`src/rtl/md_pkg.sv`:
```
// Shared encodings and constants for the multiply/divide unit.
package md_pkg;

  typedef enum logic [2:0] {
    MD_NONE  = 3'd0,
    MD_MULT  = 3'd1,
    MD_MULTU = 3'd2,
    MD_DIV   = 3'd3,
    MD_DIVU  = 3'd4,
    MD_MTHI  = 3'd5,
    MD_MTLO  = 3'd6
  } md_op_e;

  typedef enum logic [1:0] {
    ST_IDLE = 2'd0,
    ST_MUL  = 2'd1,
    ST_DIV  = 2'd2,
    ST_FIX  = 2'd3
  } md_state_e;

  localparam int unsigned MD_ITER = 32;
  localparam logic [31:0] MD_DIV0_LO = 32'hFFFF_FFFF;

  function automatic logic md_is_signed(input md_op_e op);
    return (op == MD_MULT) || (op == MD_DIV);
  endfunction

endpackage

```
`src/rtl/md_iter_core.sv`:
```
// Shared 64-bit accumulator: one shift-add (multiply) or restoring
// subtract (divide) step per cycle on magnitudes.
module md_iter_core #(
  parameter int unsigned W = 32
) (
  input  logic           clk,
  input  logic           rst_n,
  input  logic           load,
  input  logic           step,
  input  logic           div_mode,
  input  logic [W-1:0]   load_lo,
  input  logic [W-1:0]   load_opnd,
  output logic [2*W-1:0] acc
);

  logic [2*W-1:0] acc_q, acc_d;
  logic [W-1:0]   opnd_q, opnd_d;

  logic [W:0]     mul_sum;
  logic [W:0]     div_shifted;
  logic [W+1:0]   div_diff;
  logic           div_ge;
  logic [W-1:0]   div_rem;
  logic           unused_diff_msb;

  // Multiply: {hi, lo} holds partial product over the remaining multiplier bits.
  assign mul_sum = acc_q[0] ? ({1'b0, acc_q[2*W-1:W]} + {1'b0, opnd_q})
                            : {1'b0, acc_q[2*W-1:W]};

  // Divide: {rem, quot} shifts left; quotient bits enter at the bottom.
  assign div_shifted     = {acc_q[2*W-1:W], acc_q[W-1]};
  assign div_diff        = {1'b0, div_shifted} - {2'b00, opnd_q};
  assign div_ge          = ~div_diff[W+1];
  assign div_rem         = div_ge ? div_diff[W-1:0] : div_shifted[W-1:0];
  assign unused_diff_msb = div_diff[W];

  always_comb begin
    acc_d  = acc_q;
    opnd_d = opnd_q;
    if (load) begin
      acc_d  = {{W{1'b0}}, load_lo};
      opnd_d = load_opnd;
    end else if (step) begin
      if (div_mode) acc_d = {div_rem, acc_q[W-2:0], div_ge};
      else          acc_d = {mul_sum, acc_q[W-1:1]};
    end
  end

  always_ff @(posedge clk or negedge rst_n) begin
    if (!rst_n) begin
      acc_q  <= '0;
      opnd_q <= '0;
    end else begin
      acc_q  <= acc_d;
      opnd_q <= opnd_d;
    end
  end

  assign acc = acc_q;

endmodule

```
`src/rtl/md_unit.sv`:
```
// Multi-cycle multiply/divide unit owning HI/LO. Define MD_FAST_MULT_EN for a
// single-cycle multiplier; division stays iterative either way.
module md_unit
  import md_pkg::*;
#(
  parameter int unsigned W     = 32,
  parameter int unsigned CNT_W = 6
) (
  input  logic         clk,
  input  logic         rst_n,
  input  logic         start,
  input  logic [2:0]   md_op,
  input  logic [W-1:0] op_a,
  input  logic [W-1:0] op_b,
  input  logic         flush,
  output logic         busy,
  output logic         done,
  output logic [W-1:0] hi_num,
  output logic [W-1:0] lo_num
);

  md_state_e      state_q, state_d;
  logic [CNT_W-1:0] cnt_q, cnt_d;
  logic           busy_q, busy_d, done_q, done_d;
  logic [W-1:0]   hi_q, hi_d, lo_q, lo_d;
  logic           neg_res_q, neg_res_d, neg_rem_q, neg_rem_d;
  logic           div0_q, div0_d, is_div_q, is_div_d;

  md_op_e         op;
  logic           a_neg, b_neg, op_is_div;
  logic [W-1:0]   a_mag, b_mag;
  logic           core_load, core_step, core_div;
  logic [2*W-1:0] acc, acc_neg;
  logic [W-1:0]   quot, rem;

  assign op        = md_op_e'(md_op);
  assign a_neg     = md_is_signed(op) & op_a[W-1];
  assign b_neg     = md_is_signed(op) & op_b[W-1];
  assign a_mag     = a_neg ? -op_a : op_a;
  assign b_mag     = b_neg ? -op_b : op_b;
  assign op_is_div = (op == MD_DIV) || (op == MD_DIVU);
  assign core_div  = (state_q == ST_IDLE) ? op_is_div : (state_q == ST_DIV);

  assign acc_neg = -acc;
  assign quot    = acc[W-1:0];
  assign rem     = acc[2*W-1:W];

`ifdef MD_FAST_MULT_EN
  logic [2*W-1:0] fast_mag, fast_prod;
  assign fast_mag  = {{W{1'b0}}, a_mag} * {{W{1'b0}}, b_mag};
  assign fast_prod = (a_neg ^ b_neg) ? -fast_mag : fast_mag;
`endif

  md_iter_core #(
    .W (W)
  ) u_core (
    .clk       (clk),
    .rst_n     (rst_n),
    .load      (core_load),
    .step      (core_step),
    .div_mode  (core_div),
    .load_lo   (core_div ? a_mag : b_mag),
    .load_opnd (core_div ? b_mag : a_mag),
    .acc       (acc)
  );

  always_comb begin
    state_d   = state_q;
    cnt_d     = cnt_q;
    busy_d    = busy_q;
    done_d    = 1'b0;
    hi_d      = hi_q;
    lo_d      = lo_q;
    neg_res_d = neg_res_q;
    neg_rem_d = neg_rem_q;
    div0_d    = div0_q;
    is_div_d  = is_div_q;
    core_load = 1'b0;
    core_step = 1'b0;

    unique case (state_q)
      ST_IDLE: begin
        if (start && !flush) begin
          unique case (op)
            MD_MULT, MD_MULTU: begin
`ifdef MD_FAST_MULT_EN
              {hi_d, lo_d} = fast_prod;
              done_d       = 1'b1;
`else
              state_d   = ST_MUL;
              busy_d    = 1'b1;
              cnt_d     = '0;
              core_load = 1'b1;
              neg_res_d = a_neg ^ b_neg;
              is_div_d  = 1'b0;
`endif
            end
            MD_DIV, MD_DIVU: begin
              state_d   = ST_DIV;
              busy_d    = 1'b1;
              cnt_d     = '0;
              core_load = 1'b1;
              neg_res_d = a_neg ^ b_neg;
              neg_rem_d = a_neg;
              div0_d    = (op_b == '0);
              is_div_d  = 1'b1;
            end
            MD_MTHI: hi_d = op_a;
            MD_MTLO: lo_d = op_a;
            default: ;
          endcase
        end
      end
      ST_MUL, ST_DIV: begin
        core_step = 1'b1;
        cnt_d     = cnt_q + 1'b1;
        if (cnt_q == CNT_W'(MD_ITER - 1)) state_d = ST_FIX;
      end
      ST_FIX: begin
        state_d = ST_IDLE;
        busy_d  = 1'b0;
        done_d  = 1'b1;
        if (is_div_q) begin
          // Magnitude remainder negated back gives HI = op_a on divide-by-zero.
          lo_d = div0_q ? W'(MD_DIV0_LO) : (neg_res_q ? -quot : quot);
          hi_d = neg_rem_q ? -rem : rem;
        end else begin
          {hi_d, lo_d} = neg_res_q ? acc_neg : acc;
        end
      end
      default: state_d = ST_IDLE;
    endcase

    if (flush && (state_q != ST_IDLE)) begin
      state_d   = ST_IDLE;
      busy_d    = 1'b0;
      done_d    = 1'b0;
      cnt_d     = '0;
      core_step = 1'b0;
      hi_d      = hi_q;
      lo_d      = lo_q;
    end
  end

  always_ff @(posedge clk or negedge rst_n) begin
    if (!rst_n) begin
      state_q   <= ST_IDLE;
      cnt_q     <= '0;
      busy_q    <= 1'b0;
      done_q    <= 1'b0;
      hi_q      <= '0;
      lo_q      <= '0;
      neg_res_q <= 1'b0;
      neg_rem_q <= 1'b0;
      div0_q    <= 1'b0;
      is_div_q  <= 1'b0;
    end else begin
      state_q   <= state_d;
      cnt_q     <= cnt_d;
      busy_q    <= busy_d;
      done_q    <= done_d;
      hi_q      <= hi_d;
      lo_q      <= lo_d;
      neg_res_q <= neg_res_d;
      neg_rem_q <= neg_rem_d;
      div0_q    <= div0_d;
      is_div_q  <= is_div_d;
    end
  end

  assign busy   = busy_q;
  assign done   = done_q;
  assign hi_num = hi_q;
  assign lo_num = lo_q;

endmodule

```
`config.mk`:
```
export PLATFORM = sky130hd
export DESIGN_NAME = md_unit
export DESIGN_NICKNAME = d
export VERILOG_FILES = /design/src/rtl/md_pkg.sv /design/src/rtl/md_iter_core.sv /design/src/rtl/md_unit.sv
export SDC_FILE = /design/constraint.sdc
export NUM_CORES = 1
export LEC_CHECK = 0
export BUFFER_PORTS_ARGS = -buffer_cell sky130_fd_sc_hd__buf_2
export CORE_MARGIN = 10
export CORE_UTILIZATION = 50
export CTS_CLUSTER_DIAMETER = 80
export DETAILED_ROUTE_END_ITERATION = 16
export HOLD_SLACK_MARGIN = 0.1
export MAX_ROUTING_LAYER = met4
export PLACE_DENSITY_LB_ADDON = 0.1
export SYNTH_ARGS = -nofsm -noshare
export SYNTH_HDL_FRONTEND = slang
export SYNTH_SLANG_ARGS = --single-unit
```
`constraint.sdc`:
```
create_clock -name clk -period 3.4 [get_ports clk]
set_input_delay 0.51 -clock clk [delete_from_list [all_inputs] [get_ports clk]]
set_output_delay 0.51 -clock clk [all_outputs]
set_load 0.005 [all_outputs]
```
==> results.md, run 1 <==
- The flow ran to the end, and the final reports show no timing, DRC or antenna violations.
- The power density over the cells is 1170 nW/um^2.
- The CTS sink count is 174.
- In this run the cell area of the synthesized design comes to 15100 um^2.
- Cell internal power was estimated by the tool at 0.0101 W.
- The maximum clock frequency is 300 MHz.
- The number of nets in the finished design is 2244.
- Data on the critical path is required at its endpoint by between 3000 and 4000 ps.
- The critical path class is flip-flop to flip-flop.
- The initial cell density of the core is 0.509.
- In this run the static leakage power is 7.66 nW.
- The maximum number of pins on one net before global-route repair is 90.
- The vertical extent of the die is roughly 190 um.
- Before antenna repair, the detailed router went through 6 iterations.
- The net count after synthesis is 2102.
- Synthesis produced 1956 cells.
- The post-route clock skew is 15.3 ps.
- In this run the critical register-to-register path is captured at u_core.acc[63]$_DFFE_PN0P_.
- The average instance in the mapped netlist occupies slightly below 8 um^2.
- The data arrival time of the worst path is 3690 ps.
- The maximum net fanout on the critical path is 7.
- The number of inserted filler cells in the final layout is around 2800.
- The total negative slack for setup checks is 0 ps.
- The fraction of power consumed by sequential logic is 0.193.
- The DRC marker count from the first detailed-route iteration is 1406.
- The setup slack on the worst flop-to-flop path is 70 ps.
- The proportion of synthesized flip-flops having asynchronous set or reset is 1.00.
- The number of synthesized flops with an enable pin is 0.
- The routed length per placed instance is 21.8 um.
- The count of final setup violators is 0.
- The portion of total power attributed to the clock network is 0.108.
- In this run the worst setup path begins at u_core.acc[41]$_DFFE_PN0P_.
- In this run the tool buffered the top-level ports with between 100 and 150 buffer cells.
- The routed layout has about 15000 vias.
- Clock tree synthesis selected as its root buffer the cell sky130_fd_sc_hd__clkbuf_16.
- The smallest clock period supported by the final layout is computed as 3330 ps.
- The worst-case IR drop observed on VDD is 532 uV.
- The count of final hold-check violations is 0.
- The critical register-to-register path startpoint is u_core.acc[41]$_DFFE_PN0P_.
- Setup repair after global routing could not meet its margin everywhere.
- The switching part of the total power is 0.503.
- The leading register cell type out of synthesis is sky130_fd_sc_hd__dfrtp_1.
- The slew of the pin with the lowest slew margin is 1160 ps.
- The proportion of layout cells with a drive suffix above 1 is 0.155.
- Of the available clock period, the critical path in the final layout requires 0.979.
- After clock tree synthesis, the clock-pin slew on the worst setup and hold paths is 80 ps.
- After global routing the overflow that remains totals 0.
- The final cell count without fillers is 2503.
- During synthesis, Yosys emitted a total of 0 warnings.
- The post-route worst hold slack is ~74 ps.
- In the routed design, unresolved DRC markers number 0.
- The net switching power figure is 0.0103 W.
- The most critical setup path has its endpoint at u_core.acc[63]$_DFFE_PN0P_.
- The worst setup path is captured at a flip-flop.
- Measured on the finished design, the core utilization comes to 0.588.
- The maximum clock path buffer count is 2.
- The combinational group share of total power is 0.699.
- The HPWL reported at the end of detailed placement is 41800 um.
- The routability-driven placement congestion ratio is 1.04.
- The number of antenna violations at the first check in global routing came to 2.
- Once detail routing completed, the nets flagged for antenna violations numbered 0.
- Buffers inserted to repair hold after CTS numbered 0.
- The synthesis-stage register bit count is 174.
- The max-cap violation count is 0.
- For the worst-skew pair, the clock arrives at the later sink with an insertion delay of 450 ps.
- Measured along the x axis, the die boundary spans 194 um.
- The overall global routing resource usage is 0.285.
- The number of global-route vias before repair is 14800.
- The worst register-to-register path has a depth of 12.
- The aggregate routed wire length is 54600 um.
- In this run the count of I/O pins placed on the die edge is 137.
- The max-slew violation count is 0.
- The core footprint is just under 30000 um^2.
- In this run the tightest slew margin relative to its limit is 0.222.
- The count of distinct cell types in the synthesized netlist is 80.
- The global-route wire length before repair is 84600 um.
- The worst setup path is launched from a flip-flop.
- Including well taps, the total number of placed cells is 2465.
- The vias per cell is 6.19.
- The die covers 37600 um^2.
- The number of clock buffers added by TritonCTS is 17.
- Compared with the post-synthesis result, the final layout area differs by 15.7%.
- TritonCTS built the clock tree.
- The post-synthesis sequential area ratio is 0.288.
- After layout, the design draws a total of 0.0204 W.
- The type of the worst min-delay path is input pin to asynchronous set/reset pin.
- The H-tree depth is 4.
- The floorplan has 63 rows.
[registers in the layout, indices dropped and copies added (netlist names)]
signal	flops
u_core.acc	64
hi_num	32
busy	1
state_q	2
done	1
is_div_q	1
neg_rem_q	1
neg_res_q	1
u_core.opnd_q	32
div0_q	1
cnt_q	6
lo_num	32
[routing by layer]
metal / routed length (um) / vias to the layer above / GRT usage / part of all wire
met5: 0 / - / - / 0
met4: 1930 / 0 / 0.105 / 0.035
met3: 3250 / 87 / 0.0375 / 0.060
met2: 25600 / 581 / 0.450 / 0.47
met1: 23900 / 7451 / 0.366 / 0.44
li1: - / 7378 / - / -
[kinds of logic (layout without fill, tap and decap cells)]
group / count (synthesis) / after routing / share of synthesized area
AOI/OAI and AO/OA: 690 / 690 / 0.279
and+or+nand+nor: 609 / 609 / 0.190
buffers and inverters: 186 / 341 / 0.0470
DFF: 174 / 174 / 0.288
xor gates and xnor gates: 170 / 170 / 0.0985
adders and majority gates: 75 / 75 / 0.0631
muxes: 52 / 52 / 0.0347
other: 0 / 2 / 0
[layout by cell type, fill, tap and decap left out, drive strengths merged, types with 18 or more instances in the layout]
cell type  count
buf          249
o31ai         26
a21oi        197
nor2          98
inv           67
nor3          33
o211ai        76
or3           20
nand2        292
xnor2        105
ha            73
nand3         30
clkbuf        18
a21o          28
o22ai         32
xor2          65
o21ai        216
dfrtp        174
nand2b        18
mux2i         49
[through the flow]
stage,cell area (um^2),setup WS [ps]
6_report,17500,70.1
5_1_grt,17500,-123
4_1_cts,17400,7.21
3_5_place_dp,16700,-30.9
3_3_place_gp,16700,44.2
2_1_floorplan,15100,183
[power by group through the flow]
stage / Clock (W) / Combinational (W) / Sequential (W)
2_1_floorplan: 0 / 0.00968 / 0.00372
4_1_cts: 0.00223 / 0.0139 / 0.00392
3_5_place_dp: 0 / 0.0138 / 0.00395
3_3_place_gp: 0 / 0.0137 / 0.00392
5_1_grt: 0.00232 / 0.0157 / 0.00405
6_report: 0.00221 / 0.0143 / 0.00394
[synthesized netlist by cell type, types with 49 or more instances]
cell type | instances | area [um^2]
sky130_fd_sc_hd__xor2_1 | 65 | 569
sky130_fd_sc_hd__o211ai_1 | 76 | 571
sky130_fd_sc_hd__dfrtp_1 | 174 | 4350
sky130_fd_sc_hd__ha_1 | 73 | 913
sky130_fd_sc_hd__nand2_1 | 292 | 1100
sky130_fd_sc_hd__o21ai_0 | 213 | 1070
sky130_fd_sc_hd__xnor2_1 | 105 | 920
sky130_fd_sc_hd__clkbuf_1 | 105 | 394
sky130_fd_sc_hd__mux2i_1 | 49 | 490
sky130_fd_sc_hd__inv_1 | 60 | 225
sky130_fd_sc_hd__nor2_1 | 98 | 368
sky130_fd_sc_hd__a21oi_1 | 197 | 986
[layout make-up]
cell class,count,area [um^2],share of cell area
sequential,174,4360,0.249
multi-input combinational,1596,10200,0.582
tap,390,488,0.0279
clock inverter,14,199,0.0114
inverter,60,225,0.0129
timing repair buffer,249,1600,0.0914
clock buffer,18,439,0.0251
antenna,2,5.00,0.000286
[worst max-delay path, cell delays in order (launching register included)]
cell	delay, ps
sky130_fd_sc_hd__dfrtp_1	500
sky130_fd_sc_hd__ha_1	420
sky130_fd_sc_hd__and4_1	240
sky130_fd_sc_hd__nor4b_1	300
sky130_fd_sc_hd__o31ai_2	120
sky130_fd_sc_hd__buf_4	170
sky130_fd_sc_hd__nand4_1	120
sky130_fd_sc_hd__and4b_1	250
sky130_fd_sc_hd__a2111oi_1	60
sky130_fd_sc_hd__buf_4	170
sky130_fd_sc_hd__o311a_1	330
sky130_fd_sc_hd__o41a_1	430
sky130_fd_sc_hd__o22ai_2	120
[how the worst min path moves through the flow]
stage	from	to	slack, ps	cells past startpoint
floorplan	rst_n	busy$_DFFE_PN0P_	210	0
global placement	hi_num[14]$_DFFE_PN0P_	hi_num[14]$_DFFE_PN0P_	460	2
detailed placement	hi_num[16]$_DFFE_PN0P_	hi_num[16]$_DFFE_PN0P_	460	2
CTS	rst_n	u_core.acc[63]$_DFFE_PN0P_	130	1
global route	rst_n	u_core.acc[63]$_DFFE_PN0P_	130	1
finish	rst_n	u_core.acc[63]$_DFFE_PN0P_	70	1
[timing repair]
item / CTS / global route
gates cloned: 0 / 0
resized for setup: 1 / 18
setup endpoints to repair: 1 / 24
setup buffers: 0 / 4
pin swaps: 1 / 4
(Power assumes the default switching activity.)
==> inputs of run 2 (changes only) <==
- CAP_MARGIN: not set -> 20
- CORE_ASPECT_RATIO: not set -> 1.75
==> run 2 against run 1 <==
First-iteration DRC count down 9.2%; clock power about the same; die area increased by 0.73%; critical endpoint is now hi_num[31]$_DFFE_PN0P_; largest cell class unchanged; highest routed layer unchanged.
==> results.md, run 2 (synthesis results as in run 1) <==
- The maximum net fanout on the critical path came to 4 (-3).
- The total clock buffers created by CTS is 17 (unchanged).
- The DRC marker count from the first detailed-route iteration was 1277 (-9.2%).
- The internal power was 0.0103 W (+1.6%).
- The max-cap violation count is 0 (unchanged).
- The required arrival time at the worst endpoint is 3780 ps (+20 ps).
- The overall global routing resource usage is 0.302 (+0.0169).
- The power density over the cells is 1190 nW/um^2 (+1.5%).
- The worst setup slack after placement is -29.6 ps (+1.31 ps).
- The number of nets in the finished design was 2252 (+0.36%).
- The minimum setup slack in the final design is 13.4 ps (-56.7 ps).
- The cell count along the critical path was 11 (-1).
- The signal on the critical path passes through or4_4 -> nor4_1 -> buf_4 -> and3_2 -> a31oi_4 -> nand2b_4 -> or3_4 -> o41ai_2 -> xnor2_1 -> mux2i_1 -> o21ai_1.
- Among cell families on the critical path, the largest total delay comes from simple AND/OR/NAND/NOR gates.
- The number of top-level design ports is 137 (unchanged).
- The die area is 37900 um^2 (+0.73%).
- The total via count after detailed routing is 15700 (+1.3%).
- The H-tree depth is 4 (unchanged).
- The net switching power figure is 0.0106 W (+3.2%).
- The clock transition at the registers of the reported paths was 70 ps (about the same).
- The post-route clock skew is 13.9 ps (-1.42 ps).
- The vias per cell is 6.26 (+1.2%).
- The maximum clock path buffer count came to 2 (unchanged).
- The width of the die came to 151 um (-22%).
- The count of final setup violators is 0 (unchanged).
- The core footprint is 30000 um^2 (+0.80%).
- Counting instances, the worst hold path has a depth of 2.
- The remaining routing DRC violations is 0 (unchanged).
- The flow ran to the end, and the final reports show no timing, DRC or antenna violations.
- The portion of total power attributed to the clock network was 0.105 (-0.003).
- The setup slack on the worst flop-to-flop path was 10 ps (-60 ps).
- The HPWL reported at the end of detailed placement is 43600 um (+4.3%).
- The capturing point of the worst reg2reg path is hi_num[31]$_DFFE_PN0P_.
- The maximum clock frequency came to 295 MHz (-1.7%).
- The max-slew violation count came to 0 (unchanged).
- The number of antenna violations at the first check in global routing was 0 (-2).
- The count of buffers inserted at the top-level ports is 136 (unchanged).
- The proportion of layout cells with a drive suffix above 1 is 0.161 (+0.00555).
- The critical register-to-register path startpoint is u_core.acc[5]$_DFFE_PN0P_.
- The number of buffer and inverter instances along the worst setup path is 1 (-1).
- The portion of the clock cycle consumed by the worst path in the final layout is 0.996 (+0.0167).
- The final cell utilization of the core is 0.589 (about the same).
- The time the final worst path needs with I/O delays and setup is 3390 ps (+56.7 ps).
- The routed length per placed instance came to 22.6 um (+3.4%).
- The CTS tree is built.
- The global-route wire length before repair was 87000 um (+2.8%).
- The fraction of power consumed by sequential logic was 0.184 (-0.009).
- The routability-driven placement congestion ratio was 0.977 (-6.1%).
- The worst reg-to-reg path cell count is 11 (-1).
- The CTS sink count is 174 (unchanged).
- The number of placement rows was 84 (+33%).
- The leakage component of the power is 7.70 nW (+0.53%).
- The slew of the pin with the lowest slew margin is 1140 ps (-21.3 ps).
- The worst-case headroom to the max-slew limit is 0.238 (+0.0163).
- The clock latency of the later-clocked register in the worst-skew pair is 470 ps (+20 ps).
- The post-route antenna net violation count came to 0 (unchanged).
- The path with the worst hold slack has its endpoint at div0_q$_DFFE_PN0P_.
- The maximum number of pins on one net before global-route repair was 89 (-1.1%).
- The data arrival time of the worst path was 3770 ps (+80 ps).
- The maximum single-stage delay on the critical path was 560 ps (+60 ps).
- For this design, the slowest cell found on the critical path is sky130_fd_sc_hd__or4_4.
- Leaving out fill and tap cells, the most frequent cells in the layout are 291 x sky130_fd_sc_hd__nand2_1, 212 x sky130_fd_sc_hd__o21ai_0, 196 x sky130_fd_sc_hd__a21oi_1.
- The switching part of the total power came to 0.507 (+0.00377).
- The count of final hold-check violations is 0 (unchanged).
- The worst setup path is of the flip-flop to flip-flop kind.
- The number of flip-flops in the largest register came to 64 (unchanged).
- The number of global-route vias before repair came to 15400 (+4.1%).
- The worst hold path begins at op_b[31].
- The aggregate routed wire length is 56500 um (+3.6%).
- The vertical extent of the die came to 250 um (+29%).
- STA classifies the critical path endpoint as a flip-flop.
- The cell at the root of the clock tree is sky130_fd_sc_hd__clkbuf_16.
- Compared with the post-synthesis result, the final layout area differs by 16.7%.
- The worst hold path belongs to the class input pin to flip-flop.
- The combinational group share of total power is 0.711 (+0.012).
- The highest ir drop seen on vdd was 837 uV (+57%).
- The total global routing overflow was 0 (unchanged).
- The post-route worst hold slack is 350 ps (+276 ps).
- The kind of launch point of the worst setup path is a flip-flop.
- The initial cell density of the core is 0.505 (-0.00402).
- The most frequent standard cell in the layout excluding fill and tap cells is sky130_fd_sc_hd__nand2_1.
- The detailed-routing iteration count for the pre-antenna-repair pass is 6 (unchanged).
==> run 2: cell count changes in the layout (fill, tap and decap cells not counted), sizes merged <==
cell / delta
clkbuf: +2
diode: -1
dlygate4sd3: +1
buf: +7
inv: -6
clkinvlp: +4
==> run 2: cell type report <==
type	count	area, um^2
Antenna cell	1	2.50
Clock buffer	20	457
Clock inverter	12	184
Fill cell	2859	12300
Inverter	60	225
Multi-Input combinational cell	1596	10200
Sequential cell	174	4360
Tap cell	387	484
Timing Repair Buffer	257	1710
==> run 2: per-layer routing <==
layer | vias to the layer above | GRT usage | share of wire
li1 | 7368 | - | -
met1 | 7599 | 0.350 | 0.39
met2 | 570 | 0.497 | 0.50
met3 | 168 | 0.0341 | 0.057
met4 | 0 | 0.162 | 0.056
met5 | - | - | 0
==> run 2: power groups by stage <==
stage / combinational (W) / sequential (W) / clock (W)
after floorplan: 0.00968 / 0.00372 / 0
after global placement: 0.0143 / 0.00383 / 0
after detailed placement: 0.0144 / 0.00385 / 0
after CTS: 0.0145 / 0.00382 / 0.00222
after global routing: 0.0162 / 0.00396 / 0.00230
final: 0.0149 / 0.00385 / 0.00220
==> run 2: worst max path at each step <==
stage,end,slack [ps],startpoint
6_report,hi_num[31]$_DFFE_PN0P_,10,u_core.acc[5]$_DFFE_PN0P_
5_1_grt,hi_num[29]$_DFFE_PN0P_,-20,u_core.acc[41]$_DFFE_PN0P_
4_1_cts,u_core.acc[62]$_DFFE_PN0P_,30,u_core.acc[31]$_DFFE_PN0P_
3_5_place_dp,u_core.acc[62]$_DFFE_PN0P_,-30,u_core.acc[31]$_DFFE_PN0P_
3_3_place_gp,u_core.acc[62]$_DFFE_PN0P_,40,u_core.acc[31]$_DFFE_PN0P_
2_1_floorplan,u_core.acc[62]$_DFFE_PN0P_,180,u_core.acc[31]$_DFFE_PN0P_
==> run 2: timing repair <==
| action | 4_1_cts | 5_1_grt |
|---|---|---|
| pin swaps | 0 | 2 |
| gates resized for setup | 1 | 24 |
| endpoints found under the setup margin | 1 | 17 |
| endpoints found under the hold margin | 13 | 0 |
| buffers inserted | 0 | 1 |
| hold buffers | 1 | 0 |
==> run 2: stage by stage <==
stage | total power (W) | std cells | TNS (ps) | area [um^2]
final | 0.0209 | 2507 | 0 | 17600
after global routing | 0.0225 | 2506 | -68.6 | 17600
after CTS | 0.0205 | 2505 | 0 | 17500
after detailed placement | 0.0183 | 2472 | -29.6 | 16900
after global placement | 0.0181 | 2472 | 0 | 16900
after floorplan | 0.0134 | 1956 | 0 | 15100
==> inputs of run 3 (changes only) <==
- MAX_ROUTING_LAYER: met4 -> not set
- SYNTH_HIERARCHICAL: not set -> 1
- clock period: 3.4 -> 4 ns (I/O delays scaled with it)
==> run 3 against run 2 <==
Non-clock buffer count down 40; synthesized cell count is 7.0% higher; count of clock-buffer cells in the layout down 3; routed wire length up 22%; setup slack gained 450 ps; largest power group unchanged; sequential share of layout area fell by 0.78 points; highest routed layer is now met5; maximum frequency down 4.1%.
==> results.md, run 3 <==
- The detailed-routing iteration count for the pre-antenna-repair pass was 7 (+1).
- TritonCTS built the clock tree.
- The HPWL reported at the end of detailed placement is 53300 um (+22%).
- The count of final hold-check violations is 0 (unchanged).
- Yosys attributes the largest share of cell area to sky130_fd_sc_hd__dfrtp_1 27%, sky130_fd_sc_hd__mux2i_1 6.6%, sky130_fd_sc_hd__o21ai_0 6.0%.
- The proportion of synthesized flip-flops having asynchronous set or reset is 1.00 (unchanged).
- STA classifies the critical path startpoint as a flip-flop.
- The leakage component of the power is 7.81 nW (+1.4%).
- Leaving out fill and tap cells, the most frequent cells in the layout are 229 x sky130_fd_sc_hd__nand2_1, 196 x sky130_fd_sc_hd__o21ai_0, 184 x sky130_fd_sc_hd__a21oi_1.
- The routing usage on met2 was 0.562 (+0.0651).
- The proportion of layout cells with a drive suffix above 1 is 0.136 (-0.0247).
- The met1 track demand over resource in global routing is 0.348 (-0.00132).
- The number of flip-flops in the largest register is 64 (unchanged).
- The number of placement rows was 87 (+3.6%).
- The post-route antenna net violation count was 0 (unchanged).
- The most used flip-flop cell after synthesis is sky130_fd_sc_hd__dfrtp_1.
- The number of nets in the finished design is 2350 (+4.4%).
- The total of hold buffers inserted after clock tree synthesis came to 0 (-1).
- The dominant cell by count in the synthesized netlist is sky130_fd_sc_hd__nand2_1.
- The kind of cell with the highest combined delay along the critical path is compound AO/OA/AOI/OAI gates.
- The number of global-route vias before repair is 16900 (+10%).
- The width of the die was 156 um (+3.2%).
- The cell at the root of the clock tree is sky130_fd_sc_hd__clkbuf_16.
- The global routing met3 resource utilization came to 0.0692 (+0.0351).
- The number of top-level design ports was 137 (unchanged).
- The remaining routing DRC violations is 0 (unchanged).
- The vias per cell is 6.59 (+5.1%).
- The power density over the cells is 1050 nW/um^2 (-12%).
- The dominant cell type by count on the critical path is sky130_fd_sc_hd__a21o_1.
- The required arrival time at the worst endpoint was 4360 ps (+580 ps).
- The highest ir drop seen on vdd came to 1080 uV (+29%).
- The maximum clock frequency is 283 MHz (-4.1%).
- By count the netlist is led by 229 x sky130_fd_sc_hd__nand2_1, 196 x sky130_fd_sc_hd__o21ai_0, 184 x sky130_fd_sc_hd__a21oi_1, 178 x sky130_fd_sc_hd__nor2_1, 174 x sky130_fd_sc_hd__dfrtp_1.
- The aggregate routed wire length came to 68800 um (+22%).
- The gate count after technology mapping is 2092 (+7.0%).
- The total negative slack for setup checks came to 0 ps (unchanged).
- The post-synthesis instance area is 16300 um^2 (+7.5%).
- The synthesis-stage register bit count was 174 (unchanged).
- The time the final worst path needs with I/O delays and setup is 3530 ps (+146 ps).
- The count of distinct cell types in the synthesized netlist came to 92 (+15%).
- The data arrival time of the worst path came to 3890 ps (+120 ps).
- The max-cap violation count is 0 (unchanged).
- The area growth from synthesis to layout is 11.9%.
- The initial cell density of the core came to 0.504 (about the same).
- The worst hold path belongs to the class input pin to asynchronous set/reset pin.
- The vertical extent of the die was 259 um (+3.4%).
- The core footprint is 32200 um^2 (+7.6%).
- The post-route clock skew came to 14.2 ps (+0.299 ps).
- The maximum net fanout on the critical path is 17 (+13).
- The slew of the pin with the lowest slew margin is 929 ps (-215 ps).
- The buffers inserted during post-CTS setup optimization is 0 (unchanged).
- The routability-driven placement congestion ratio is 1.06 (+8.6%).
- The biggest area contributor in the post-synthesis netlist is sky130_fd_sc_hd__dfrtp_1.
- The global-route wire length before repair is 103000 um (+19%).
- The DRC marker count from the first detailed-route iteration is 1532 (+20%).
- The clock latency of the later-clocked register in the worst-skew pair came to 470 ps (about the same).
- The overall power was 0.0191 W (-8.8%).
- After global routing, the most crowded layer is met2.
- Among all stages on the critical path, the largest delay is contributed by sky130_fd_sc_hd__a2111o_1.
- The clock transition at the registers of the reported paths is 70 ps (about the same).
- Walking the worst path, the cells encountered are ha_1 -> a21o_1 -> a21o_1 -> a31o_1 -> o21ai_1 -> o2bb2ai_2 -> a2111o_1 -> nor3_1 -> a31oi_1 -> a32o_1.
- The net count after synthesis is 2238 (+6.5%).
- The overall global routing resource usage is 0.335 (+0.0330).
- The portion of the clock cycle consumed by the worst path in the final layout was 0.883 (-0.113).
- The max-slew violation count is 0 (unchanged).
- The routed length per placed instance was 26.3 um (+16%).
- The post-cts gate resize count is 0 (-1).
- The run finished with clean final reports.
- The post-synthesis sequential area ratio is 0.268 (-0.0202).
- Setup repair after global routing left no endpoint under its margin.
- The category of the worst setup path capture point is a flip-flop.
- The maximum number of pins on one net before global-route repair is 111 (+25%).
- The most frequent standard cell in the layout excluding fill and tap cells is sky130_fd_sc_hd__nand2_1.
- The total clock buffers created by CTS is 17 (unchanged).
- The maximum clock path buffer count is 2 (unchanged).
- The worst setup path is of the flip-flop to flip-flop kind.
- The number of antenna violations at the first check in global routing is 5 (+5).
- The count of buffers inserted at the top-level ports is 136 (unchanged).
- The portion of synthesized cell area occupied by the leading cell type is 0.268 (-0.0202).
- The mean cell area of the mapped netlist is 7.77 um^2 (+0.55%).
- The count of synthesis-stage warnings from yosys is 6 (+6).
- The number of buffer and inverter instances along the worst setup path came to 0 (-1).
- The maximum single-stage delay on the critical path is 780 ps (+220 ps).
- The die area came to 40400 um^2 (+6.7%).
- The number of synthesized flops with an enable pin is 0 (unchanged).
- The count of final setup violators was 0 (unchanged).
- The H-tree depth is 4 (unchanged).
- The CTS sink count is 174 (unchanged).
- The total global routing overflow is 0 (unchanged).
- The total via count after detailed routing is 17300 (+9.9%).
- The worst-case headroom to the max-slew limit came to 0.381 (+0.143).
run 3: cell type report:
class,instances,area [um^2]
fillers,3141,14000
multi-input cells,1709,11100
flip-flops and latches,174,4350
repair buffers,217,1350
well taps,400,500
clock buffers,17,425
inverters,85,322
clock inverters,15,139
diodes,3,7.51
run 3: metrics by stage:
stage / hold slack, ps / cell area, um^2 / instances / utilization / worst slack (ps)
CTS: 182 / 18200 / 2617 / 0.564 / 544
global route: 203 / 18200 / 2619 / 0.564 / 346
finish: 170 / 18200 / 2620 / 0.565 / 468
floorplan: 304 / 16300 / 2092 / - / 898
global placement: 456 / 17600 / 2585 / 0.547 / 433
detailed placement: 465 / 17600 / 2585 / 0.547 / 450
run 3: worst paths after layout:
kind                                             from                          to  slack (ps)  cells after the start
setup / recovery           u_core/acc[54]$_DFFE_PN0P_  u_core/acc[48]$_DFFE_PN0P_         470                     10
hold / removal                                  rst_n       lo_num[9]$_DFFE_PN0P_         170                      1
setup reg to reg           u_core/acc[54]$_DFFE_PN0P_  u_core/acc[48]$_DFFE_PN0P_         470                     10
hold reg to reg                lo_num[13]$_DFFE_PN0P_      lo_num[13]$_DFFE_PN0P_         470                      2
max in group asynchronous                       rst_n      hi_num[21]$_DFFE_PN0P_        2890                      2
min in group clk                                flush              done$_DFF_PN0_         420                      2
run 3: cells by family (layout without fill, tap and decap cells):
logic type | Yosys count | in the layout | share of synthesized area
flip-flops | 174 | 174 | 0.268
AO/OA/AOI/OAI | 673 | 673 | 0.261
XOR/XNOR | 150 | 150 | 0.0808
buffers and inverters | 209 | 334 | 0.0516
adder cells (fa/ha/maj) | 75 | 75 | 0.0587
multiplexers | 108 | 108 | 0.0666
AND/OR/NAND/NOR | 703 | 703 | 0.213
other | 0 | 3 | 0
run 3: metal layers:
metal	routed length, um	vias to the layer above
met5	28	-
met4	6790	4
met3	5210	319
met2	33200	877
met1	23600	8172
li1	-	7885
run 3: report_power, final:
| part | leakage, nW | switching (W) | total, W | internal [W] |
|---|---|---|---|---|
| Sequential | 2.14 | 0.000824 | 0.00339 | 0.00256 |
| Clock | 0.280 | 0.000823 | 0.00169 | 0.000866 |
| Combinational | 5.39 | 0.00873 | 0.0140 | 0.00525 |
